**src/rtl/block_loader.sv**
```systemverilog
// -----------------------------------------------------------------------------
// block_loader
//
// Collects a block of 4*MATRIX_DIM element words from a valid/ready word
// stream into four row registers (Br_m1, Br_m2, Bi_m1, Bi_m2). It then
// presents the block to the select stage twice: first as a REAL_SET pass,
// then as a CROSS_SET pass. A block is committed to the visible row registers
// only when it is framed correctly. A framing error discards the partial
// block, leaves the rows untouched, and pulses err for one cycle.
//
// Ports
//   clk        rising-edge clock for all state
//   rst        synchronous, active-high reset
//   in_word    incoming element word (WORD_LEN bits)
//   in_valid   in_word is valid this cycle
//   in_last    sender's final word of the block (qualified by in_valid)
//   in_ready   loader accepts a word this cycle (asserted in LOAD only)
//   Br_m1, Br_m2, Bi_m1, Bi_m2
//              assembled row blocks (ROW_W bits each); element k of a row is
//              at bits [k*WORD_LEN +: WORD_LEN]
//   state      pass select: 0 = REAL_SET, 1 = CROSS_SET
//   out_valid  rows and state are valid for the select stage
//   out_ready  select stage consumes the current pass
//   err        one-cycle pulse on a framing error
//   blk_cnt    completed blocks (both passes), modulo 256
//
// Every output comes from a register or is decoded from the FSM state
// register. No input reaches an output combinationally.
// -----------------------------------------------------------------------------
module block_loader #(
  parameter  int WORD_LEN   = 16,
  parameter  int MATRIX_DIM = 4,
  localparam int ROW_W      = WORD_LEN * MATRIX_DIM,
  localparam int NWORDS     = 4 * MATRIX_DIM
) (
  input  logic                clk,
  input  logic                rst,
  input  logic [WORD_LEN-1:0] in_word,
  input  logic                in_valid,
  input  logic                in_last,
  output logic                in_ready,
  output logic [ROW_W-1:0]    Br_m1,
  output logic [ROW_W-1:0]    Br_m2,
  output logic [ROW_W-1:0]    Bi_m1,
  output logic [ROW_W-1:0]    Bi_m2,
  output logic                state,
  output logic                out_valid,
  input  logic                out_ready,
  output logic                err,
  output logic [7:0]          blk_cnt
);

  localparam int IDX_W = (NWORDS > 1) ? $clog2(NWORDS) : 1;
  localparam int BLK_W = NWORDS * WORD_LEN;
  localparam logic [IDX_W-1:0] LAST_IDX = IDX_W'(NWORDS - 1);

  typedef enum logic [1:0] {
    LOAD       = 2'd0,
    PASS_REAL  = 2'd1,
    PASS_CROSS = 2'd2
  } fsm_state_e;

  fsm_state_e       state_q, state_d;
  logic [IDX_W-1:0] idx_q, idx_d;
  // The word index selects the bit slice directly: word idx lives at
  // bits [idx*WORD_LEN +: WORD_LEN]. This gives row = idx/MATRIX_DIM and
  // element = idx%MATRIX_DIM without any explicit divide.
  logic [BLK_W-1:0] stage_q, stage_d;
  logic [BLK_W-1:0] rows_q, rows_d;
  logic             err_q, err_d;
  logic [7:0]       blk_cnt_q, blk_cnt_d;

  // Next-state logic
  // NOTE: every variable gets a default before the case statement. Without
  //       the defaults, any path that skips an assignment would infer a latch.
  always_comb begin
    state_d   = state_q;
    idx_d     = idx_q;
    stage_d   = stage_q;
    rows_d    = rows_q;
    err_d     = 1'b0;
    blk_cnt_d = blk_cnt_q;

    unique case (state_q)
      LOAD: begin
        if (in_valid) begin
          stage_d[idx_q*WORD_LEN +: WORD_LEN] = in_word;
          if (idx_q == LAST_IDX) begin
            idx_d = '0;
            if (in_last) begin
              // Commit the full block, final word included, in the same edge
              // that leaves LOAD. The rows change only on a good block.
              rows_d  = stage_d;
              state_d = PASS_REAL;
            end else begin
              err_d = 1'b1;
            end
          end else if (in_last) begin
            // Early end of block: drop the partial block.
            idx_d = '0;
            err_d = 1'b1;
          end else begin
            idx_d = idx_q + IDX_W'(1);
          end
        end
      end
      PASS_REAL: begin
        if (out_ready) state_d = PASS_CROSS;
      end
      PASS_CROSS: begin
        if (out_ready) begin
          state_d   = LOAD;
          blk_cnt_d = blk_cnt_q + 8'd1;
        end
      end
      default: state_d = LOAD;
    endcase
  end

  // Control and visible state
  // NOTE: sequential state uses non-blocking assignments. Every register then
  //       samples the pre-edge values, with no race between flops.
  always_ff @(posedge clk) begin
    if (rst) begin
      state_q   <= LOAD;
      idx_q     <= '0;
      rows_q    <= '0;
      err_q     <= 1'b0;
      blk_cnt_q <= 8'd0;
    end else begin
      state_q   <= state_d;
      idx_q     <= idx_d;
      rows_q    <= rows_d;
      err_q     <= err_d;
      blk_cnt_q <= blk_cnt_d;
    end
  end

  // NOTE: the staging buffer is deliberately left without reset. Every slot
  //       is rewritten before a block can commit, so its power-up contents are
  //       never visible.
  always_ff @(posedge clk) begin
    stage_q <= stage_d;
  end

  assign in_ready  = (state_q == LOAD);
  assign out_valid = (state_q != LOAD);
  assign state     = (state_q == PASS_CROSS);
  assign err       = err_q;
  assign blk_cnt   = blk_cnt_q;

  assign Br_m1 = rows_q[0*ROW_W +: ROW_W];
  assign Br_m2 = rows_q[1*ROW_W +: ROW_W];
  assign Bi_m1 = rows_q[2*ROW_W +: ROW_W];
  assign Bi_m2 = rows_q[3*ROW_W +: ROW_W];

endmodule

```
**config.mk**
```make
export PLATFORM = sky130hd
export DESIGN_NAME = block_loader
export DESIGN_NICKNAME = d
export VERILOG_FILES = /design/src/rtl/block_loader.sv
export SDC_FILE = /design/constraint.sdc
export NUM_CORES = 1
export LEC_CHECK = 0
export CAP_MARGIN = 15
export CORE_MARGIN = 5
export CORE_UTILIZATION = 35
export CTS_CLUSTER_DIAMETER = 80
export DETAILED_ROUTE_END_ITERATION = 10
export GPL_TIMING_DRIVEN = 1
export SLEW_MARGIN = 15
export SYNTH_ARGS = -nofsm -noshare
export SYNTH_HDL_FRONTEND = slang
export SYNTH_SLANG_ARGS = --single-unit
```
**constraint.sdc**
```tcl
create_clock -name clk -period 6.4 [get_ports clk]
set_clock_uncertainty 0.1 [all_clocks]
set_input_delay 0.96 -clock clk [delete_from_list [all_inputs] [get_ports clk]]
set_output_delay 0.96 -clock clk [all_outputs]
set_load 0.02 [all_outputs]
```
; ---- Word-level counts from Yosys, hierarchy flattened
; Cells that the tools add are included.
[totals]
register_bits = 527
input_bits = 21
out_inout_bits = 268
word_cells = 40
[classes]
addsub = 3
eq_ne = 8
shifts = 2
n_mux = 12
n_bitwise = 2
n_reduce_logical = 7
[op_table]
columns = cell, n
row1 = 256-bit bitwise mux, 1
row2 = "16-bit by 34-bit variable shift with 256-bit output, first input constant", 1
row3 = 16-bit by 34-bit variable part select with 256-bit output, 1
row4 = 8-bit negation with 34-bit output, 1
row5 = 2-bit two-way mux, 5
row6 = "8-bit by 1-bit adder with 8-bit output, second input constant", 1
row7 = 4-bit two-way mux, 2
row8 = "2-bit inequality test, second input constant", 3
row9 = 2-bit one-hot mux with 3 select lines, 1
row10 = 5-bit AND reduction, 1
row11 = "4-bit by 1-bit adder with 4-bit output, second input constant", 1
row12 = "4-bit equality test, second input constant", 1
row13 = "2-bit by 1-bit inequality test with 1-bit output, second input constant", 2
row14 = 2-bit AND reduction, 2
row15 = 4-bit AND reduction, 1
row16 = 1-bit two-way mux, 3
row17 = 3-bit OR reduction, 1
row18 = "2-bit by 1-bit equality test with 1-bit output, second input constant", 1
row19 = "2-bit equality test, second input constant", 1
row20 = 2-bit logical NOT, 1
row21 = 1-bit NOT, 2
row22 = 2-bit nonzero test, 1

; ---- Longest topological paths before layout
[logic_depth]
ltp_word = 4
mapped_depth = 11
ltp_nobuf = 6

; ---- Worst setup path before layout
; No wires, ideal clock.
[synth_timing]
kind = input to register
from = input port in_valid
to = register rows_q[129]
setup_ns = 0.112
arrival_ns = 4.118
required_time_ns = 6.188
setup_slack_ns = 2.070
cell_stages = 9
path_buffers = 4
cell_sequence = or3b_1 > buf_4 > inv_4 > and3_1 > buf_4 > buf_6 > buf_6 > nor2_1 > a2111oi_1
[synth_between]
elab_chain_cells = 1
[synth_lines]
columns = element, line_no
row1 = "start, declared", 39  ; input logic in_valid,
row2 = 4-bit AND reduction (no line), -
row3 = "end signal, assigned", 133  ; rows_q <= rows_d;
row4 = "end, declared", 69  ; logic [BLK_W-1:0] rows_q, rows_d;
; Every way passes these cells.
; A chain may end at the register's enable or synchronous reset.

; ---- Worst setup path after layout
[layout_timing]
from = input port in_valid
to = register rows_q[115]
; Same word-level chain as after synthesis.

==> summary.txt <==
Status
  • Outcome: completed

Power
  • Static Leak: 9.882 nW
  • Overall power of the completed layout: 7.244 mW
  • Worst-case vdd ir drop: 0.1921 mV
  • PwrDens: 263.9 nW/µm²

Setup path
  • Cell family with the largest share of critical-path delay: buffers and inverters
  • Endpoint class of the critical path: flip-flop
  • Crit Path Category: in2reg
  • Data arrival time at the worst-slack endpoint: 4.38 ns
  • Largest fanout on the critical path: 132
  • Worst Setup Start Kind: input port
  • Chain of cells forming the critical path: clkdlybuf4s50_1, or3b_1, clkinv_8, nand3_4, buf_4, a31oi_1, a211oi_1
  • Number of buffer and inverter instances along the worst setup path: 3
  • Critical-path top delay cell: sky130_fd_sc_hd__nand3_4
  • Critical path data required time: 6.72 ns
  • Critical path's largest stage delay: 0.80 ns

Detailed routing
  • Drt wl/cell: 21.79 µm
  • First drt pass iteration count: 5
  • Vias after detailed routing: 17520
  • Final wirelength: 70360 µm
  • Number of antenna-violating nets in the routed design: 0
  • Post-detailed-route DRC marker count: 0
  • Number of violations reported at the end of detailed-routing iteration 0: 1391
  • Average via count per standard cell: 5.425

Synth
  • Leading cell type by number of instances after synthesis: sky130_fd_sc_hd__nand2_1
  • Sequential share of the synthesized area: 59.57%
  • EDFF count, synth: 256
  • Yosys top cell by area: sky130_fd_sc_hd__edfxtp_1
  • Syn nets: 2147
  • Leading cell types by total area after synthesis: sky130_fd_sc_hd__edfxtp_1, sky130_fd_sc_hd__dfxtp_1, sky130_fd_sc_hd__nand2_1, sky130_fd_sc_hd__nor2_1, sky130_fd_sc_hd__a211oi_1
  • Fraction of synthesized cell area taken by the top area cell type: 34.92%
  • Synthesized netlist cell count: 2120
  • Share of synthesized registers carrying an async set or reset: 0%
  • Netlist Area Pre-Place: 22010 µm²
  • Ranking of synthesized cells by instance count: sky130_fd_sc_hd__nand2_1, sky130_fd_sc_hd__nor2_1, sky130_fd_sc_hd__dfxtp_1
  • Number of distinct library cell variants in the gate-level netlist after synthesis: 57
  • Post-synthesis sequential element count: 527
  • Post-synthesis average cell area: 10.38 µm²
  • Yosys Warn Count: 0
  • Most used flip-flop cell after synthesis: sky130_fd_sc_hd__dfxtp_1

Placed design
  • Cell count after placement: 3125
  • Pre-CTS worst setup slack: 1.702 ns
  • Input/output buffers: 288
  • HPWL after detailed placement: 45240 µm
  • Routability cong.: 0.7978
  • Post-DP Area: 25600 µm²

STA
  • Fmax: 246.2 MHz
  • Worst Slack Setup Final: 2.338 ns
  • Portion of the clock cycle consumed by the worst path in the final layout: 63.47%
  • Post-Route Setup TNS: 0 ns
  • Final hold violation count: 0
  • Pins Over Slew Limit: 0
  • Slew of the pin with the lowest slew margin: 1.179 ns
  • Setup violation total in the final timing report: 0
  • Slew margin rel.: 21.38%
  • Fin Hold WS: 0.3941 ns
  • Time the final worst path needs with I/O delays and setup: 4.062 ns
  • Setup repair after global routing missed its margin: no

Finish
  • Fin area: 27450 µm²
  • Sequential cell area: 13110 µm²
  • Final-stage net count: 2363
  • Synthesis-to-finish area growth: 24.69%
  • Fin util: 43.75%
  • Non-filler cells, final: 3229
  • Fillers: 5950
  • N_diodes: 0
  • Area occupied by multi-input gates: 7873 µm²
  • Fraction of final layout cells sized beyond drive strength 1: 8.812%

Clock network
  • Clock-pin transition on the worst setup and hold timing paths: 0.06 ns
  • Source-to-sink clock delay at the later pin of the worst-skew pair: 0.61 ns
  • Num Clock Sinks: 527
  • Number of clock buffers inserted by TritonCTS: 55
  • H-tree levels: 2
  • Post-CTS setup buffers: 0
  • Clock Root Buffer: sky130_fd_sc_hd__clkbuf_16
  • Number of hold buffers added after CTS: 0
  • Cells resized by post-CTS repair: 0
  • CTS tree: yes
  • Clk buf depth: 3

GRT
  • Number of global-route vias before repair: 16790
  • Largest net degree at the start of global routing: 133
  • Wire length of the first global-routing pass: 104400 µm
  • Number of antenna violations at the first check in global routing: 4
  • Total Routing Usage GR: 19.77%
  • Residual overflow from global routing: 0

Die
  • Starting utilization of the core area: 35.09%
  • Floorplan die width: 260.8 µm
  • Chip height: 260.8 µm
  • Rows: 92
  • Number of top-level pins: 289
  • Floorplan Core Area: 62740 µm²
  • Area of the die: 68010 µm²

Flow run
  • Maxcap violations: 0

Hold path
  • Worst hold path type: reg2reg
worst min-delay path, cell delays in order (launching register included):
cell,delay (ns)
sky130_fd_sc_hd__dfxtp_1,0.31
sky130_fd_sc_hd__nor2_1,0.09
sky130_fd_sc_hd__a311oi_1,0.05
state kept, by name, summed over array words and instances, names as in the netlist:
signal	flops
rows_q	256
stage_q	256
blk_cnt	8
idx_q	4
state_q	2
err	1
cell families after synthesis:
kind of cell / synth area share [%]
buffers and inverters: 5.127
xor gates and xnor gates: 0.3524
and+or+nand+nor: 15.43
adders and majority gates: 0.3410
AOI/OAI and AO/OA: 15.63
muxes: 3.547
DFF: 59.57
area by class of cell:
class                      count  area share [%]
timing repair buffer         339           12.05
multi-input combinational   1346           28.68
clock inverter                26          0.8251
sequential                   527           47.77
inverter                      67          0.9618
tap                          846           3.857
clock buffer                  78           5.853
power by group:
group	leakage, nW	total (mW)	switching (mW)	internal [mW]
logic	4.28	0.306	0.219	0.0873
registers	4.69	3.69	0.0320	3.65
clock network	0.911	3.25	1.38	1.88
worst paths after layout:
path / startpoint / to / slack, ns / depth (start not counted)
hold reg to reg: rows_q[180] / rows_q[180] / 0.39 / 2
setup reg to reg: idx_q[1] / rows_q[98] / 2.61 / 6
setup / recovery: in_valid / rows_q[115] / 2.34 / 7
hold / removal: rows_q[180] / rows_q[180] / 0.39 / 2
per-layer routing:
layer / vias to the layer above / track usage (%) / routed length (µm)
li1: 8152 / - / -
met1: 8547 / 27.78 / 31210
met2: 694 / 30.94 / 31600
met3: 124 / 3.918 / 5248
met4: 0 / 6.120 / 2300
met5: - / 0 / 0
layout by cell type, fill, tap and decap left out, drive strengths merged, types with 2 or more instances in the layout:
master,synthesis,routed
nand2,308,308
nor2,293,293
clkdlybuf4s50,0,287
dfxtp,271,271
edfxtp,256,256
a211oi,138,138
o21ai,130,130
a311oi,97,97
clkbuf,97,79
inv,66,70
mux2i,60,60
buf,83,51
a2111oi,44,44
a31oi,40,40
or2,38,38
nand4,35,35
nor3,22,22
and3,19,19
clkinv,1,19
and2,16,16
nor3b,16,16
mux2,16,16
nand3,12,12
a21oi,11,11
o21bai,7,7
ha,6,6
xnor2,5,5
o211ai,4,4
o2111ai,4,4
nor2b,4,4
nand3b,3,3
xor2,3,3
bufinv,0,3
or3b,3,3
nand2b,2,2
and3b,2,2
o21a,2,2
nor4,2,2
nor4b,2,2
Power figures use the tool's default switching activity.
